## config.mk

```make
export PLATFORM = sky130hd
export DESIGN_NAME = hex_disp_sb_ctrl
export DESIGN_NICKNAME = d
export VERILOG_FILES = /design/src/rtl/hex_disp_pkg.sv /design/src/rtl/hex_disp_scan.sv /design/src/rtl/hex_disp_sb_ctrl.sv
export SDC_FILE = /design/constraint.sdc
export NUM_CORES = 1
export LEC_CHECK = 0
export CAP_MARGIN = 20
export CORE_UTILIZATION = 35
export CTS_CLUSTER_SIZE = 14
export DETAILED_ROUTE_END_ITERATION = 16
export PLACE_DENSITY = 0.58
export SLEW_MARGIN = 30
export SYNTH_ARGS = -nofsm -noshare
export SYNTH_HDL_FRONTEND = slang
export SYNTH_SLANG_ARGS = --single-unit
```

## constraint.sdc

```tcl
create_clock -name clk_i -period 11.6 [get_ports clk_i]
set_clock_uncertainty 0.2 [all_clocks]
set_input_delay 1.16 -clock clk_i [delete_from_list [all_inputs] [get_ports clk_i]]
set_output_delay 1.16 -clock clk_i [all_outputs]
set_load 0.03 [all_outputs]
```

## src/rtl/hex_disp_pkg.sv

```systemverilog
// Register offsets and segment decoder shared by the hex display bus slave.
// HEX_DISP_SB_RAW_SEG_EN widens the digit registers to 7 bits for raw segment drive.
package hex_disp_pkg;

    localparam logic [7:0] DIGIT_BASE  = 8'h00;
    localparam logic [7:0] BITMASK_OFS = 8'h40;
    localparam logic [7:0] BLINK_OFS   = 8'h44;
    localparam logic [7:0] BRIGHT_OFS  = 8'h48;
    localparam logic [7:0] RST_OFS     = 8'h4C;
    localparam logic [7:0] STATUS_OFS  = 8'h50;
    localparam logic [7:0] RAWMODE_OFS = 8'h54;

`ifdef HEX_DISP_SB_RAW_SEG_EN
    localparam int DIGIT_W = 7;
`else
    localparam int DIGIT_W = 4;
`endif

    // Active-high {g,f,e,d,c,b,a} pattern for one hex nibble.
    function automatic logic [6:0] hex2seg(input logic [3:0] v);
        logic [6:0] s;
        s = 7'h00;
        case (v)
            4'h0: s = 7'h3F;
            4'h1: s = 7'h06;
            4'h2: s = 7'h5B;
            4'h3: s = 7'h4F;
            4'h4: s = 7'h66;
            4'h5: s = 7'h6D;
            4'h6: s = 7'h7D;
            4'h7: s = 7'h07;
            4'h8: s = 7'h7F;
            4'h9: s = 7'h6F;
            4'hA: s = 7'h77;
            4'hB: s = 7'h7C;
            4'hC: s = 7'h39;
            4'hD: s = 7'h5E;
            4'hE: s = 7'h79;
            4'hF: s = 7'h71;
            default: s = 7'h00;
        endcase
        return s;
    endfunction

endpackage

```

## src/rtl/hex_disp_scan.sv

```systemverilog
// Scan, brightness PWM and blink engine with registered active-low display outputs.
// HEX_DISP_SB_RAW_SEG_EN adds a per-digit raw segment bypass of the decoder.
module hex_disp_scan
    import hex_disp_pkg::*;
#(
    parameter int DIGITS     = 8,
    parameter int SCAN_DIV   = 10000,
    parameter int BLINK_LOG2 = 24
) (
    input  logic                             clk_i,
    input  logic                             rst_i,
    input  logic [DIGITS-1:0][DIGIT_W-1:0]   digits_i,
    input  logic [DIGITS-1:0]                mask_i,
    input  logic [DIGITS-1:0]                blink_i,
`ifdef HEX_DISP_SB_RAW_SEG_EN
    input  logic [DIGITS-1:0]                raw_i,
`endif
    input  logic [3:0]                       bright_i,
    output logic [3:0]                       idx_o,
    output logic [6:0]                       hex_led_o,
    output logic [DIGITS-1:0]                hex_sel_o
);

    localparam int                SCAN_W    = $clog2(SCAN_DIV);
    localparam logic [SCAN_W-1:0] SCAN_LAST = SCAN_W'(SCAN_DIV - 1);
    localparam logic [3:0]        IDX_LAST  = 4'(DIGITS - 1);

    logic [SCAN_W-1:0]     scan_cnt_q, scan_cnt_d;
    logic [3:0]            idx_q, idx_d;
    logic [3:0]            pwm_q, pwm_d;
    logic [BLINK_LOG2-1:0] blink_cnt_q, blink_cnt_d;
    logic [6:0]            led_q, led_d;
    logic [DIGITS-1:0]     sel_q, sel_d;

    logic [DIGIT_W-1:0]    cur_digit;
    logic                  cur_en;
    logic                  cur_blink;
    logic [DIGITS-1:0]     cur_onehot;
    logic [6:0]            cur_seg;
    logic                  lit;
`ifdef HEX_DISP_SB_RAW_SEG_EN
    logic                  cur_raw;
`endif

    always_comb begin
        scan_cnt_d  = scan_cnt_q + SCAN_W'(1);
        idx_d       = idx_q;
        if (scan_cnt_q == SCAN_LAST) begin
            scan_cnt_d = '0;
            idx_d      = (idx_q == IDX_LAST) ? 4'd0 : idx_q + 4'd1;
        end
        pwm_d       = pwm_q + 4'd1;
        blink_cnt_d = blink_cnt_q + BLINK_LOG2'(1);
    end

    // Select the attributes of the digit currently being scanned.
    always_comb begin
        cur_digit  = '0;
        cur_en     = 1'b0;
        cur_blink  = 1'b0;
        cur_onehot = '0;
`ifdef HEX_DISP_SB_RAW_SEG_EN
        cur_raw    = 1'b0;
`endif
        for (int i = 0; i < DIGITS; i++) begin
            if (idx_q == 4'(i)) begin
                cur_digit     = digits_i[i];
                cur_en        = mask_i[i];
                cur_blink     = blink_i[i];
                cur_onehot[i] = 1'b1;
`ifdef HEX_DISP_SB_RAW_SEG_EN
                cur_raw       = raw_i[i];
`endif
            end
        end
    end

    always_comb begin
`ifdef HEX_DISP_SB_RAW_SEG_EN
        cur_seg = cur_raw ? cur_digit[6:0] : hex2seg(cur_digit[3:0]);
`else
        cur_seg = hex2seg(cur_digit);
`endif
        lit   = cur_en && (pwm_q <= bright_i) && !(cur_blink && blink_cnt_q[BLINK_LOG2-1]);
        sel_d = lit ? ~cur_onehot : '1;
        led_d = lit ? ~cur_seg : 7'h7F;
    end

    always_ff @(posedge clk_i or posedge rst_i) begin
        if (rst_i) begin
            scan_cnt_q  <= '0;
            idx_q       <= '0;
            pwm_q       <= '0;
            blink_cnt_q <= '0;
            led_q       <= 7'h7F;
            sel_q       <= '1;
        end else begin
            scan_cnt_q  <= scan_cnt_d;
            idx_q       <= idx_d;
            pwm_q       <= pwm_d;
            blink_cnt_q <= blink_cnt_d;
            led_q       <= led_d;
            sel_q       <= sel_d;
        end
    end

    assign idx_o     = idx_q;
    assign hex_led_o = led_q;
    assign hex_sel_o = sel_q;

endmodule

```

## src/rtl/hex_disp_sb_ctrl.sv

```systemverilog
// System-bus slave for an N-digit multiplexed 7-segment display: register file and read mux.
// HEX_DISP_SB_RAW_SEG_EN adds the RAWMODE register and 7-bit digit registers.
module hex_disp_sb_ctrl
    import hex_disp_pkg::*;
#(
    parameter int DIGITS     = 8,
    parameter int SCAN_DIV   = 10000,
    parameter int BLINK_LOG2 = 24
) (
    input  logic              clk_i,
    input  logic              rst_i,
    input  logic              req_i,
    input  logic              write_enable_i,
    input  logic [31:0]       addr_i,
    input  logic [31:0]       write_data_i,
    output logic [31:0]       read_data_o,
    output logic [6:0]        hex_led_o,
    output logic [DIGITS-1:0] hex_sel_o
);

    logic [7:0]                      addr;
    logic                            wr_en;
    logic                            rd_en;
    logic                            unused_addr_hi;
    logic [DIGITS-1:0][DIGIT_W-1:0]  digit_q, digit_d;
    logic [DIGITS-1:0]               mask_q, mask_d;
    logic [DIGITS-1:0]               blink_q, blink_d;
    logic [3:0]                      bright_q, bright_d;
    logic [31:0]                     read_data_q, read_data_d;
    logic [3:0]                      scan_idx;
`ifdef HEX_DISP_SB_RAW_SEG_EN
    logic [DIGITS-1:0]               raw_q, raw_d;
`endif

    assign addr           = addr_i[7:0];
    assign unused_addr_hi = ^addr_i[31:8];
    assign wr_en          = req_i & write_enable_i;
    assign rd_en          = req_i & ~write_enable_i;

    // The RST command only touches bus registers; the scan engine keeps running.
    always_comb begin
        digit_d  = digit_q;
        mask_d   = mask_q;
        blink_d  = blink_q;
        bright_d = bright_q;
`ifdef HEX_DISP_SB_RAW_SEG_EN
        raw_d    = raw_q;
`endif
        if (wr_en) begin
            if (addr == RST_OFS) begin
                if (write_data_i == 32'd1) begin
                    digit_d  = '0;
                    mask_d   = '1;
                    blink_d  = '0;
                    bright_d = 4'hF;
`ifdef HEX_DISP_SB_RAW_SEG_EN
                    raw_d    = '0;
`endif
                end
            end else if (addr == BITMASK_OFS) begin
                mask_d = write_data_i[DIGITS-1:0];
            end else if (addr == BLINK_OFS) begin
                blink_d = write_data_i[DIGITS-1:0];
            end else if (addr == BRIGHT_OFS) begin
                bright_d = write_data_i[3:0];
`ifdef HEX_DISP_SB_RAW_SEG_EN
            end else if (addr == RAWMODE_OFS) begin
                raw_d = write_data_i[DIGITS-1:0];
`endif
            end else begin
                for (int i = 0; i < DIGITS; i++) begin
                    if (addr == DIGIT_BASE + 8'(4 * i)) begin
                        digit_d[i] = write_data_i[DIGIT_W-1:0];
                    end
                end
            end
        end
    end

    always_comb begin
        read_data_d = read_data_q;
        if (rd_en) begin
            read_data_d = '0;
            if (addr == BITMASK_OFS) begin
                read_data_d = 32'(mask_q);
            end else if (addr == BLINK_OFS) begin
                read_data_d = 32'(blink_q);
            end else if (addr == BRIGHT_OFS) begin
                read_data_d = 32'(bright_q);
            end else if (addr == STATUS_OFS) begin
                read_data_d = 32'(scan_idx);
`ifdef HEX_DISP_SB_RAW_SEG_EN
            end else if (addr == RAWMODE_OFS) begin
                read_data_d = 32'(raw_q);
`endif
            end else begin
                for (int i = 0; i < DIGITS; i++) begin
                    if (addr == DIGIT_BASE + 8'(4 * i)) begin
                        read_data_d = 32'(digit_q[i]);
                    end
                end
            end
        end
    end

    always_ff @(posedge clk_i or posedge rst_i) begin
        if (rst_i) begin
            digit_q     <= '0;
            mask_q      <= '1;
            blink_q     <= '0;
            bright_q    <= 4'hF;
            read_data_q <= '0;
`ifdef HEX_DISP_SB_RAW_SEG_EN
            raw_q       <= '0;
`endif
        end else begin
            digit_q     <= digit_d;
            mask_q      <= mask_d;
            blink_q     <= blink_d;
            bright_q    <= bright_d;
            read_data_q <= read_data_d;
`ifdef HEX_DISP_SB_RAW_SEG_EN
            raw_q       <= raw_d;
`endif
        end
    end

    assign read_data_o = read_data_q;

    hex_disp_scan #(
        .DIGITS     (DIGITS),
        .SCAN_DIV   (SCAN_DIV),
        .BLINK_LOG2 (BLINK_LOG2)
    ) u_scan (
        .clk_i      (clk_i),
        .rst_i      (rst_i),
        .digits_i   (digit_q),
        .mask_i     (mask_q),
        .blink_i    (blink_q),
`ifdef HEX_DISP_SB_RAW_SEG_EN
        .raw_i      (raw_q),
`endif
        .bright_i   (bright_q),
        .idx_o      (scan_idx),
        .hex_led_o  (hex_led_o),
        .hex_sel_o  (hex_sel_o)
    );

endmodule

```

## Word-level counts from Yosys, hierarchy flattened

Memory sizes are Yosys's and may differ from the RTL's.
Index checks and enable logic that the tools add are counted.

- Add/subtract/negate cells: 4
- Magnitude comparators: 1
- Eq/ne operators: 25
- Mux-type cells: 73
- Bitwise gates (word level): 5
- Reductions and logical operators: 28

Operators with widths:

| cell | count |
|---|---|
| $mux W32 | 16 |
| $mux W4 | 23 |
| $mux W8 | 8 |
| $reduce_and A6 Y1 | 8 |
| $eq A8 B7 Y1 const B | 5 |
| $eq A32 B1 Y1 const B | 1 |
| $eq A8 B5 Y1 const B | 4 |
| $add A24 B1 Y24 const B | 1 |
| $mux W1 | 24 |
| $reduce_bool A2 Y1 | 11 |
| $eq A4 B3 Y1 const B | 4 |
| $eq A8 B4 Y1 const B | 2 |
| $add A14 B1 Y14 const B | 1 |
| $eq A14 B14 Y1 const B | 1 |
| $mux W14 | 1 |
| $add A4 B1 Y4 const B | 2 |
| $eq A4 B2 Y1 const B | 2 |
| $eq A8 B3 Y1 const B | 1 |
| $logic_not A8 Y1 | 1 |
| $not A8 Y8 | 1 |
| $mux W7 | 1 |
| $not A7 Y7 | 1 |
| $ne A2 B2 Y1 const B | 3 |
| $reduce_and A5 Y1 | 1 |
| 10 further kinds | 13 |

- Bits in registers: 145
- Bits in read-only memories: 112
- Bits of input ports: 68
- Output and inout bits: 47
- Word-level logic and storage cells: 155
- Memories: 1

Memories:

| memory | words | bits a word | rd ports | clocked after memory_dff | write ports | RTL line | RTL |
|---|---|---|---|---|---|---|---|
| (no name shown) | 16 | 7 | 1 | 0 | 0 | hex_disp_pkg.sv:23 | `case (v)` |

## Longest topological paths before layout

- Word-level depth: 13
- Mapped depth: 12
- Gate-level depth less buffers: 10

## Modules after synthesis

A second synthesis with hierarchy kept.

- Cell total of the unflattened synthesis: 652
- Area total of the unflattened synthesis: 6,736.5 µm²

By module, submodules not included:

| module | times used | cells each | area each (µm²) | sequential area each (µm²) |
|---|---|---|---|---|
| hex_disp_scan | 1 | 330 | 3,384.5 | 1,545.2 |
| hex_disp_sb_ctrl | 1 | 322 | 3,352.0 | 1,516.5 |

## Worst setup path after synthesis

No wires, ideal clock.

- Kind: in2reg
- From: in addr_i[2]
- To: reg read_data_q[0] (netlist: read_data_o[0])
- Library setup time: 0.140 ns
- Arrival time: 2.447 ns
- Data required time: 11.260 ns
- Slack: 8.812 ns
- Stages: 7
- Path buffers: 1
- Path through: buf_2 nor4_1 nand3_1 nor3_1 nor2_1 nand4_1 a31oi_1

- Word-level cells in the longest chain between the ends: 13
- Elaborated cells between the ends (all ways): 24
- Those cells by class: 11 x eq/ne; 12 x mux; 1 x reduce/logical

RTL lines:

| what | RTL line | RTL |
|---|---|---|
| from (decl) | hex_disp_sb_ctrl.sv:14 | `input logic [31:0] addr_i,` |
| $logic_not A8 Y1 | hex_disp_sb_ctrl.sv:98 | `if (addr == DIGIT_BASE + 8'(4 * i)) begin` |
| $mux W4 | hex_disp_sb_ctrl.sv:98 |  |
| $mux W32 (7 in a row) | hex_disp_sb_ctrl.sv:98 |  |
| $mux W32 | hex_disp_sb_ctrl.sv:90 | `end else if (addr == STATUS_OFS) begin` |
| $mux W32 | hex_disp_sb_ctrl.sv:88 | `end else if (addr == BRIGHT_OFS) begin` |
| $mux W32 | hex_disp_sb_ctrl.sv:86 | `end else if (addr == BLINK_OFS) begin` |
| $mux W32 * | hex_disp_sb_ctrl.sv:84 | `if (addr == BITMASK_OFS) begin` |
| to (signal assigned) | hex_disp_sb_ctrl.sv:121 | `read_data_q <= read_data_d;` |
| to (decl) | hex_disp_sb_ctrl.sv:29 | `logic [31:0] read_data_q, read_data_d;` |

Every way passes the cells marked *; elsewhere a longest branch is shown, timed or not.
A chain may end at the register's enable or synchronous reset.

## Worst setup path after layout

- From: in write_data_i[2]
- To: reg digit_q[14] (netlist name)

- Word-level cells in the longest chain between the ends: 5
- Elaborated cells between the ends (all ways): 8
- Those cells by class: 2 x eq/ne; 5 x mux; 1 x reduce/logical

RTL lines:

| what | RTL line | RTL |
|---|---|---|
| from (decl) | hex_disp_sb_ctrl.sv:15 | `input logic [31:0] write_data_i,` |
| branches (longest 5 deep; another with $eq A32 B1 Y1) | -- |  |
| to (signal assigned) | hex_disp_sb_ctrl.sv:117 | `digit_q <= digit_d;` |
| to (decl) | hex_disp_sb_ctrl.sv:25 | `logic [DIGITS-1:0][DIGIT_W-1:0] digit_q, digit_d;` |

Several ways; the timed one is not identified. The select of a mux whose other input is x is not followed.

==> summary.txt <==
FF+latch count, synth: 121
First-pass GRT wire length: 28440 um
WL per Instance: 18.32 um
Largest family of logic cells by synthesized area: simple AND/OR/NAND/NOR gates
CTS tree: yes
Clock root cell: clkbuf_16
Max transition margin: 0.3697
Die width: 139.4 um
Simple-Gate Fraction of Synth Area: 0.1951
Vias in the first global route: 5294
Worst-margin pin slew: 945.5 ps
Static leakage: 3.183 nW
Worst hold path class: reg2reg
Deepest clock path buffer count: 2
Syn-to-layout area delta: 19.98%
Pwr dens: 133.8 nW/um2
Worst setup SP type: input pin
DRC viols: 0
Max Cap Viol: 0
VDD IR max: 0.1094 mV
# setup viols final: 0
GRT Overall Usage: 0.1896
Finished Core Util: 0.4353
H-Tree Depth: 4
CP required: 11700 ps
Final GP Congestion: 0.9367
Critical Path End Type: flip-flop
Gr busiest metal: met2
DIE HEIGHT: 139.4 um
Largest net degree at the start of global routing: 64
Hpwl dp: 12290 um
Worst EP arrival: 3830 ps
Syn Area/Cell: 10.16 um2
Clock Sinks: 121
Initial Util: 0.3628
Post-synthesis sequential area ratio: 0.4634
Ant diodes: 0
Initial DRC count: 370
RSZ-0062 raised after global routing: no
Worst Path Class, Setup: in2reg
Post-CTS Resized: 0
IO Pins: 115
Tmin final: 3723 ps
Clk slew on worst S/H paths: 60 ps
Final period utilization: 0.3209
Initial antenna violation count: 0
Fin area: 7926 um2
Grt met3 use: 0.04164
Post-Synth XOR/XNOR Area: 0.04905
Grt met1 use: 0.2484
Slowest CP cell: clkdlybuf4s50_1
Status: finished clean
Antenna viol nets, final: 0
Adder-cell share of the synthesized area: 0.03220
Setup bufs post-CTS: 0
Max Clk Rate: 268.6 MHz
Most common cell in the netlist: dfrtp_1
CP Cell Sequence: clkdlybuf4s50_1 -> nor4b_1 -> and4_2 -> a21oi_2 -> nor3_4 -> nand3_2 -> mux2_1
WP buf/inv: 1
Max incr delay on CP: 650 ps
Rows: 49
Drt total wl: 17390 um
Top cell type's share of synthesized area: 0.3561
Post-synth top cells: 94 x dfrtp_1, 55 x nand2_1, 48 x nor2_1
CP delay by family, top: simple AND/OR/NAND/NOR gates
Post-cts hold buffer count: 0
Dpl cells: 917
Met2 GRT Util: 0.3034
Via count: 5315
Fin Setup TNS: 0 ps
CP Max Fanout: 13
Layout cells sized above 1: 0.1333
Fillers: 1695
Area leader, netlist: dfrtp_1
Ranking of synthesized cells by area: dfrtp_1 36%, dfstp_2 11%, o2bb2ai_1 3.3%, xnor2_1 3.3%, ha_1 3.2%
Nets: 792
Max-slew violations: 0
Asr flop ratio synth: 1.000
Clk_lat worst skew: 430 ps
DIE AREA: 19430 um2
Post-synth EDFFs: 0
YS warnings: 0
Final hold vios: 0
Layout Cells excl Fill: 949
Core box area: 18210 um2
Mux contribution to synthesized area: 0.02670
Remaining global-route overflow: 0
Placed Area: 7342 um2
Num CTS Buffers: 17
Vias per std cell: 5.601
Drt first pass iters: 5
Multi-input gate area: 3263 um2
Post-Synthesis Cells: 650
Synthesized area: 6606 um2
Predominant post-synthesis flop cell: dfrtp_1
Yosys cell types: 73
FF+latch area: 3062 um2
Port Buffers: 66
Compound-gate portion of the synthesized area: 0.1746
## path summary, 6_finish.rpt
kind | startpoint | to | slack, ps | depth (start not counted)
worst max register to register | u_scan.idx_o[0] | u_scan.hex_led_o[3] | 8010 | 10
worst min register to register | u_scan.blink_cnt_q[0] | u_scan.blink_cnt_q[0] | 260 | 1
min in group asynchronous | rst_i | u_scan.blink_cnt_q[2] | 1030 | 2
worst max-delay path | write_data_i[2] | digit_q[14] | 7880 | 7
worst min-delay path | u_scan.blink_cnt_q[0] | u_scan.blink_cnt_q[0] | 260 | 1
max in group asynchronous | rst_i | digit_q[2] | 8960 | 3
## stage by stage
| stage | power, mW | setup WS [ps] | hold WS, ps |
|---|---|---|---|
| after global placement | 0.5496 | 7298 | 242.3 |
| after detailed placement | 0.5514 | 7255 | 250.1 |
| after global routing | 1.102 | 7756 | 290.1 |
| after CTS | 1.070 | 7701 | 258.4 |
| after floorplan | 0.5161 | 7071 | 222.4 |
| final | 1.060 | 7877 | 257.6 |
## power breakdown
group          internal [mW]  switching, mW  leakage, nW  total (mW)
Combinational         0.0386         0.0606         1.37      0.0992
Sequential             0.437        0.00891         1.54       0.445
Clock                  0.316          0.200        0.273       0.516
## cells in the final DEF, fill, tap and decap left out, drive strengths merged, types with 8 or more instances in the layout
master / n
nand4: 10
ha: 17
nor3: 10
nand2: 56
conb: 24
a221oi: 11
xor2: 12
nor4: 10
clkdlybuf4s50: 65
nand2b: 8
a21oi: 26
clkbuf: 18
a22o: 12
o22a: 9
dfstp: 27
nor2: 51
xnor2: 25
dfrtp: 94
o2bb2ai: 25
inv: 19
nor2b: 12
o21ai: 27
nand3: 39
## kinds of logic (layout without fill, tap and decap cells)
logic type / count (synthesis) / count (layout)
adder cells (fa/ha/maj): 17 / 17
XOR/XNOR: 37 / 37
multiplexers: 12 / 12
flip-flops: 121 / 121
AND/OR/NAND/NOR: 237 / 237
buffers and inverters: 70 / 117
AO/OA/AOI/OAI: 155 / 155
other: 1 / 24
## layer usage
metal  part of all wire  wire (um)
met1               0.44       7703
met2               0.48       8301
met3              0.057        986
met4              0.023        398
met5                  0          0
## worst register-to-register path: cells and delay by family, from the launching register on
| family | cells | cell delay, ps |
|---|---|---|
| AO/OA/AOI/OAI | 5 | 1240 |
| adder cells (fa/ha/maj) | 2 | 980 |
| buffers and inverters | 3 | 640 |
| flip-flops | 1 | 450 |
## flip-flops by register name, summed over array words and instances (netlist names)
| register | count |
|---|---|
| u_scan.scan_cnt_q | 14 |
| u_scan.blink_cnt_q | 24 |
| digit_q | 32 |
| mask_q | 8 |
| u_scan.idx_o | 4 |
| blink_q | 8 |
| bright_q | 4 |
| u_scan.hex_sel_o | 8 |
| u_scan.hex_led_o | 7 |
| read_data_o | 8 |
| u_scan.pwm_q | 4 |
## cell type report
cell class              instances  share of cell area
clock inverters                14             0.01878
inverters                      17            0.008366
multi-input cells             482              0.4117
clock buffers                  18             0.05414
repair buffers                 68             0.08461
flip-flops and latches        121              0.3863
well taps                     229             0.03615
Power figures use the tool's default switching activity.
